## src/rtl/add_sub_pipe.sv

```systemverilog
// Pipelined add/subtract: the carry chain is cut into STAGES equal slices, one slice per stage,
// with a valid/ready handshake whose stages collapse bubbles independently.
module add_sub_pipe #(
    parameter int unsigned WIDTH  = 8,
    parameter int unsigned STAGES = 2
) (
    input  logic             CLK,
    input  logic             RESETN,
    input  logic [WIDTH-1:0] I0,
    input  logic [WIDTH-1:0] I1,
    input  logic             SUB,
    input  logic             CIN,
    input  logic             IN_VALID,
    output logic             IN_READY,
    output logic [WIDTH-1:0] O,
    output logic             COUT,
    output logic             V,
    output logic             OUT_VALID,
    input  logic             OUT_READY
);
    localparam int unsigned SW = WIDTH / STAGES;

    logic [STAGES-1:0] w_valid;
    logic [STAGES-1:0] w_ready;

    // A stage may load when it or any stage downstream of it is empty, or the sink accepts.
    always_comb begin
        w_ready = '0;
        for (int j = 0; j < STAGES; j++) begin
            w_ready[j] = OUT_READY | (|(~w_valid & ({STAGES{1'b1}} << j)));
        end
    end

    for (genvar k = 0; k < STAGES; k++) begin : g_st
        localparam int unsigned LO   = k * SW;
        localparam int unsigned RW   = WIDTH - LO;
        localparam bit          LAST = (k == STAGES - 1);

        logic             w_in_valid;
        logic [RW-1:0]    w_a;
        logic [RW-1:0]    w_b;
        logic             w_cin;
        logic             w_sub;
        logic [SW:0]      w_sum;
        logic [LO+SW-1:0] w_res;
        logic             r_valid;
        logic             r_c;
        logic [LO+SW-1:0] r_res;

        // Subtraction is folded into the first stage: later slices only ever add.
        if (k == 0) begin : g_src
            assign w_in_valid = IN_VALID;
            assign w_a        = I0;
            assign w_b        = SUB ? ~I1 : I1;
            assign w_cin      = CIN ^ SUB;
            assign w_sub      = SUB;
            assign w_res      = w_sum[SW-1:0];
        end else begin : g_src
            assign w_in_valid = g_st[k-1].r_valid;
            assign w_a        = g_st[k-1].g_fwd.r_a;
            assign w_b        = g_st[k-1].g_fwd.r_b;
            assign w_cin      = g_st[k-1].r_c;
            assign w_sub      = g_st[k-1].g_fwd.r_sub;
            assign w_res      = {w_sum[SW-1:0], g_st[k-1].r_res};
        end

        assign w_sum      = {1'b0, w_a[SW-1:0]} + {1'b0, w_b[SW-1:0]} + {{SW{1'b0}}, w_cin};
        assign w_valid[k] = r_valid;

        // The last stage stores the borrow (inverted carry) when subtracting.
        always_ff @(posedge CLK or negedge RESETN) begin
            if (!RESETN) begin
                r_valid <= 1'b0;
                r_c     <= 1'b0;
                r_res   <= '0;
            end else if (w_ready[k]) begin
                r_valid <= w_in_valid;
                r_res   <= w_res;
                r_c     <= LAST ? (w_sum[SW] ^ w_sub) : w_sum[SW];
            end
        end

        if (k < STAGES - 1) begin : g_fwd
            logic [RW-SW-1:0] r_a;
            logic [RW-SW-1:0] r_b;
            logic             r_sub;

            always_ff @(posedge CLK or negedge RESETN) begin
                if (!RESETN) begin
                    r_a   <= '0;
                    r_b   <= '0;
                    r_sub <= 1'b0;
                end else if (w_ready[k]) begin
                    r_a   <= w_a[RW-1:SW];
                    r_b   <= w_b[RW-1:SW];
                    r_sub <= w_sub;
                end
            end
        end else begin : g_last
            logic r_v;

            // Carry into the MSB is recovered as a ^ b ^ sum at that bit.
            always_ff @(posedge CLK or negedge RESETN) begin
                if (!RESETN) begin
                    r_v <= 1'b0;
                end else if (w_ready[k]) begin
                    r_v <= w_a[SW-1] ^ w_b[SW-1] ^ w_sum[SW-1] ^ w_sum[SW];
                end
            end
        end
    end

    assign IN_READY  = w_ready[0];
    assign OUT_VALID = w_valid[STAGES-1];
    assign O         = g_st[STAGES-1].r_res;
    assign COUT      = g_st[STAGES-1].r_c;
    assign V         = g_st[STAGES-1].g_last.r_v;

endmodule

```

## config.mk

```make
export PLATFORM = sky130hd
export DESIGN_NAME = add_sub_pipe
export DESIGN_NICKNAME = d
export VERILOG_FILES = /design/src/rtl/add_sub_pipe.sv
export SDC_FILE = /design/constraint.sdc
export NUM_CORES = 1
export LEC_CHECK = 0
export BUFFER_PORTS_ARGS = -buffer_cell sky130_fd_sc_hd__buf_2
export CAP_MARGIN = 20
export CORE_ASPECT_RATIO = 0.6
export CORE_MARGIN = 8
export CORE_UTILIZATION = 52
export DETAILED_ROUTE_END_ITERATION = 10
export PLACE_DENSITY = 0.78
export SLEW_MARGIN = 0
export SYNTH_ARGS = -nofsm -noshare
export SYNTH_HDL_FRONTEND = slang
export SYNTH_SLANG_ARGS = --single-unit
```

## constraint.sdc

```tcl
create_clock -name CLK -period 2.36 [get_ports CLK]
set_clock_uncertainty 0.05 [all_clocks]
set_input_delay 0.118 -clock CLK [delete_from_list [all_inputs] [get_ports CLK]]
set_output_delay 0.118 -clock CLK [all_outputs]
set_load 0.05 [all_outputs]
```

# Yosys cells after proc, flatten, opt, wreduce, memory -nomap -nowiden
# Index checks and enable logic that the tools add are counted.
# word_totals
ff_bits	26
in_bits	22
output_inout_bits	12
word_cells	25
# op_classes
addsub	4
mux	1
n_bitwise	9
reduce_logical	1
# ops
operator	count
adder 4 x 4 -> 5 bit	2
adder 5 x 1 -> 5 bit	2
two-way mux 8 bit	1
inverter 8 bit	1
bitwise XOR 1 bit	5
inverter 2 bit	1
bitwise OR 1 bit	2
OR reduction 2 bit	1

# Depth between registers and ports, before layout
# depth
word_depth	4
ltp_mapped	7
ltp_nobuf	7

# Worst setup path after synthesis
# Ideal clock, no wire load.
# synth_timing
path_type	register to register
startpoint	register g_st[0].r_c
endpoint	register g_st[1].r_c (netlist: COUT)
setup_ns	0.126
arrival_ns	1.717
t_required_ns	2.184
path_slack_ns	0.467
path_stages_with_launch	8
path_buffers	0
period_less_slack_ns	1.893
cell_sequence	dfrtp_1 > inv_1 > fa_1 > fa_1 > nand2b_1 > a21oi_2 > xnor2_1 > a21oi_1
# synth_between
elab_chain_len	2
# synth_lines
element	line	text
start: declaration	47	logic r_c;
start signal: assignment	79	r_c <= LAST ? (w_sum[SW] ^ w_sub) : w_sum[SW];
adder 5 x 1 -> 5 bit	67	assign w_sum = {1'b0, w_a[SW-1:0]} + {1'b0, w_b[SW-1:0]} + {{SW{1'b0}}, w_cin};
bitwise XOR 1 bit	79	
end signal: assignment	79	
end: declaration	47	
# Every way passes these cells.
# A chain may end at the register's enable or synchronous reset.

# Final worst setup path
# layout_timing
startpoint	register g_st[0].r_c
endpoint	register g_st[1].g_last.r_v (netlist: V)
# layout_between
elab_chain_len	3
# layout_lines
element	line	text
adder 5 x 1 -> 5 bit (*)	67	
bitwise XOR 1 bit	107	r_v <= w_a[SW-1] ^ w_b[SW-1] ^ w_sum[SW-1] ^ w_sum[SW];
bitwise XOR 1 bit (*)	107	
end signal: assignment	107	
end: declaration	100	logic r_v;
# Every way passes the cells marked *; elsewhere a longest branch is shown, timed or not.

==> reports/qor.csv <==
stage,metric,value,unit
timing,timing_worst_slew_pin_value,0.619,ns
clock_tree,cts-root-to-sink-buffers,2,
synthesis,synth.lib_cells_used.distinct,20,
floorplanning,core_area,2470,sq um
clock_tree,htree_num_levels,1,
synthesis,syn_area,1340,sq um
timing,timing.final.setup_violations,0,
clock_tree,clk_root_buffer_cell,sky130_fd_sc_hd__clkbuf_8,
clock_tree,cts_tree,done,
floorplanning,placement_rows,14,
place,dp_slack,0.313,ns
cells_and_area,finalNetCount,181,
critical_path,setup.worst_path.end_class,flip-flop,
drt,vias,891,
synthesis,dominant_cells_by_area_after_synthesis,"sky130_fd_sc_hd__dfrtp_1, sky130_fd_sc_hd__mux2_2, sky130_fd_sc_hd__fa_1",
synthesis,synth-seq-area-share,0.487,
clock_tree,clock_sinks,26,
timing,grt_setup_unrepaired,false,
critical_path,worstSetupStartpointType,flip-flop,
global_route,grt_pass1_vias,983,
cells_and_area,antenna_cells,0,
synthesis,synthDominantCellAreaShare,0.487,
timing,final-max-slew-violation-count,0,
global_route,antenna_found_initial,0,
synthesis,post_synth_inst_count,114,
global_route,wire_length_of_the_first_global_routing_pass,4550,microns
power,worst_ir_drop_vdd,0.000628,V
timing,timing_hold_violations_final,0,
worst_hold_path,hold_path_class,input pin to flip-flop,
floorplanning,starting_density_of_the_core,0.541,
cells_and_area,area.growth.synth_to_final,19.7,%
drt,drtAntennaViolNets,0,
timing,final.setup.worst_slack,0.295,ns
drt,drt-wirelength-per-cell,14.3,microns
power,power-per-cell-area,1030,nW/um^2
timing,fin_hold_ws,0.00581,ns
critical_path,crit_fanout,2,
place,portBuffers,33,
synthesis,synthDominantAreaCellType,sky130_fd_sc_hd__dfrtp_1,
power,netSwitchingPower,0.641,mW
global_route,gr-total-overflow,0,
clock_tree,cts_hold_buf,2,
clock_tree,cts_repair_resize_count,0,
place,finalWeightedCongestion,0.741,
power,p_leak,0.767,nW
global_route,grt_use_total,0.125,
critical_path,worst-endpoint-required,2.44,ns
drt,wirelength,2570,microns
synthesis,postSynthAreaPerCell,11.7,sq um
cells_and_area,filler_cell_count,182,
status,run_status,"complete, no violations",
timing,timing.fmax,484,MHz
cells_and_area,final_layout_size_suffix_gt1_frac,0.338,
drt,drc_markers,0,
clock_tree,cts_made_buffers,3,
floorplanning,floorplan.die.height,55.3,microns
timing,slew_headroom,0.587,
cells_and_area,register_area,651,sq um
drt,drt_first_pass_iters,4,
synthesis,ys.flop_type,sky130_fd_sc_hd__dfrtp_1,
timing,final.period_utilization,0.875,
floorplanning,chipWidth,81.4,microns
floorplanning,io_pins,34,
synthesis,yosys_register_bits,26,
clock_tree,worstSkewPairLatency,0.27,ns
power,p_int,1.00,mW
clock_tree,buffers_inserted_by_post_cts_timing_repair,0,
drt,drt-vias-per-instance,4.95,
drt,initialDrtViolationCount,43,
timing,final.min_clock_period,2.07,ns
place,post-dp-hpwl,1960,microns
power,power.clock.fraction,0.220,
power,comb_power_frac,0.401,
power,sw_frac_of_total,0.390,
clock_tree,cts.reportedPaths.clkPinSlew,0.09,ns
floorplanning,dieArea,4500,sq um
cells_and_area,layout.core_utilization,0.647,
timing,setup_tns,0,ns
synthesis,number_of_enable_flip_flop_cells_after_synthesis,0,
synthesis,yosysWarnings,0,
synthesis,syn_nets,146,
global_route,maximum_number_of_pins_on_one_net_before_global_route_repair,27,
critical_path,timing.setup.critical_path_class,flip-flop to flip-flop,
synthesis,synth_async_sr_flop_share,1.00,
cells_and_area,combined_area_of_the_multi_input_logic_cells,632,sq um
flow_run,max_cap_viol_count,0,
power,part_of_the_total_power_dissipated_in_sequential_elements,0.379,
critical_path,critical_path_arrival,2.14,ns
## state kept, by name, indices dropped and copies added, names as in the netlist
signal,cells
O,8
g_st.g_fwd.r_a,4
g_st.g_fwd.r_b,4
g_st.r_res,4
COUT,1
OUT_VALID,1
V,1
g_st.g_fwd.r_sub,1
g_st.r_c,1
g_st.r_valid,1
## worst max-delay path: stages (launching register included)
cell and delay [ns]:
sky130_fd_sc_hd__dfrtp_1 0.37, sky130_fd_sc_hd__inv_1 0.06, sky130_fd_sc_hd__fa_1 0.46, sky130_fd_sc_hd__fa_1 0.41, sky130_fd_sc_hd__nand2b_1 0.18, sky130_fd_sc_hd__a21oi_2 0.18
sky130_fd_sc_hd__xnor2_1 0.14, sky130_fd_sc_hd__a21oi_1 0.08
## Yosys cell counts (2+ instances only)
library cell,instances
sky130_fd_sc_hd__ha_1,6
sky130_fd_sc_hd__dfrtp_1,26
sky130_fd_sc_hd__mux2_2,9
sky130_fd_sc_hd__nand2b_1,4
sky130_fd_sc_hd__o21ai_0,4
sky130_fd_sc_hd__inv_1,5
sky130_fd_sc_hd__xnor2_1,7
sky130_fd_sc_hd__a21o_1,2
sky130_fd_sc_hd__a21oi_2,2
sky130_fd_sc_hd__a21oi_1,12
sky130_fd_sc_hd__fa_1,4
sky130_fd_sc_hd__xor2_1,8
sky130_fd_sc_hd__nor2_1,12
sky130_fd_sc_hd__buf_2,3
sky130_fd_sc_hd__nand2_1,5
## cell type report
cell class / instances / share of cell area
Sequential cell: 26 / 0.407
Clock inverter: 1 / 0.0188
Timing Repair Buffer: 35 / 0.116
Inverter: 5 / 0.0117
Clock buffer: 3 / 0.0258
Tap cell: 32 / 0.0251
Multi-Input combinational cell: 78 / 0.395
## routing by layer
metal / wire [microns] / track usage / share of wire / vias up
li1: - / - / - / 443
met1: 1190 / 0.167 / 0.46 / 428
met2: 1210 / 0.192 / 0.47 / 20
met3: 161 / 0.0452 / 0.063 / 0
met4: 0 / 0.0152 / 0 / 0
met5: 0 / 0 / 0 / -
## kinds of logic after synthesis
kind of cell,after synthesis,share of synthesized area
flops,26,0.487
simple gates,23,0.0872
compound gates,20,0.0844
xor+xnor,15,0.0984
buf+inv,10,0.0394
mux,10,0.0872
fa+ha+maj,10,0.116
## final timing paths
path / from / to / slack, ns / cells after the start
setup reg to reg: g_st[0].r_c / V / 0.29 / 7
min in group asynchronous: RESETN / g_st[0].r_res[1] / 0.32 / 2
setup / recovery: g_st[0].r_c / V / 0.29 / 7
max in group asynchronous: RESETN / O[5] / 1.55 / 2
hold / removal: I0[4] / g_st[0].g_fwd.r_a[0] / 0.006 / 3
hold reg to reg: O[0] / O[0] / 0.46 / 1
## per-stage QoR
step | power, mW | cells | cell area (sq um)
after floorplan | 1.13 | 114 | 1340
after global placement | 1.27 | 174 | 1510
after detailed placement | 1.29 | 174 | 1510
after CTS | 1.66 | 180 | 1600
after global routing | 1.74 | 180 | 1600
final | 1.64 | 180 | 1600
## cells in the final DEF, fill, tap and decap left out, drive strengths merged, types with 4 or more instances in the layout
cell    synthesis  routed
buf             5      33
xor2            8       8
fa              4       4
dfrtp          26      26
xnor2           7       7
ha              6       6
nor2           12      12
o21ai           4       4
inv             5       5
nand2b          4       4
a21oi          14      14
nand2           5       5
mux2           10      10
## power groups by stage
| stage | clock network (mW) | registers (mW) | logic [mW] |
|---|---|---|---|
| CTS | 0.370 | 0.624 | 0.665 |
| floorplan | 0 | 0.871 | 0.258 |
| global route | 0.392 | 0.640 | 0.708 |
| global placement | 0 | 0.622 | 0.647 |
| finish | 0.361 | 0.623 | 0.659 |
| detailed placement | 0 | 0.631 | 0.661 |
No activity file was read; power rests on OpenSTA's default activity.
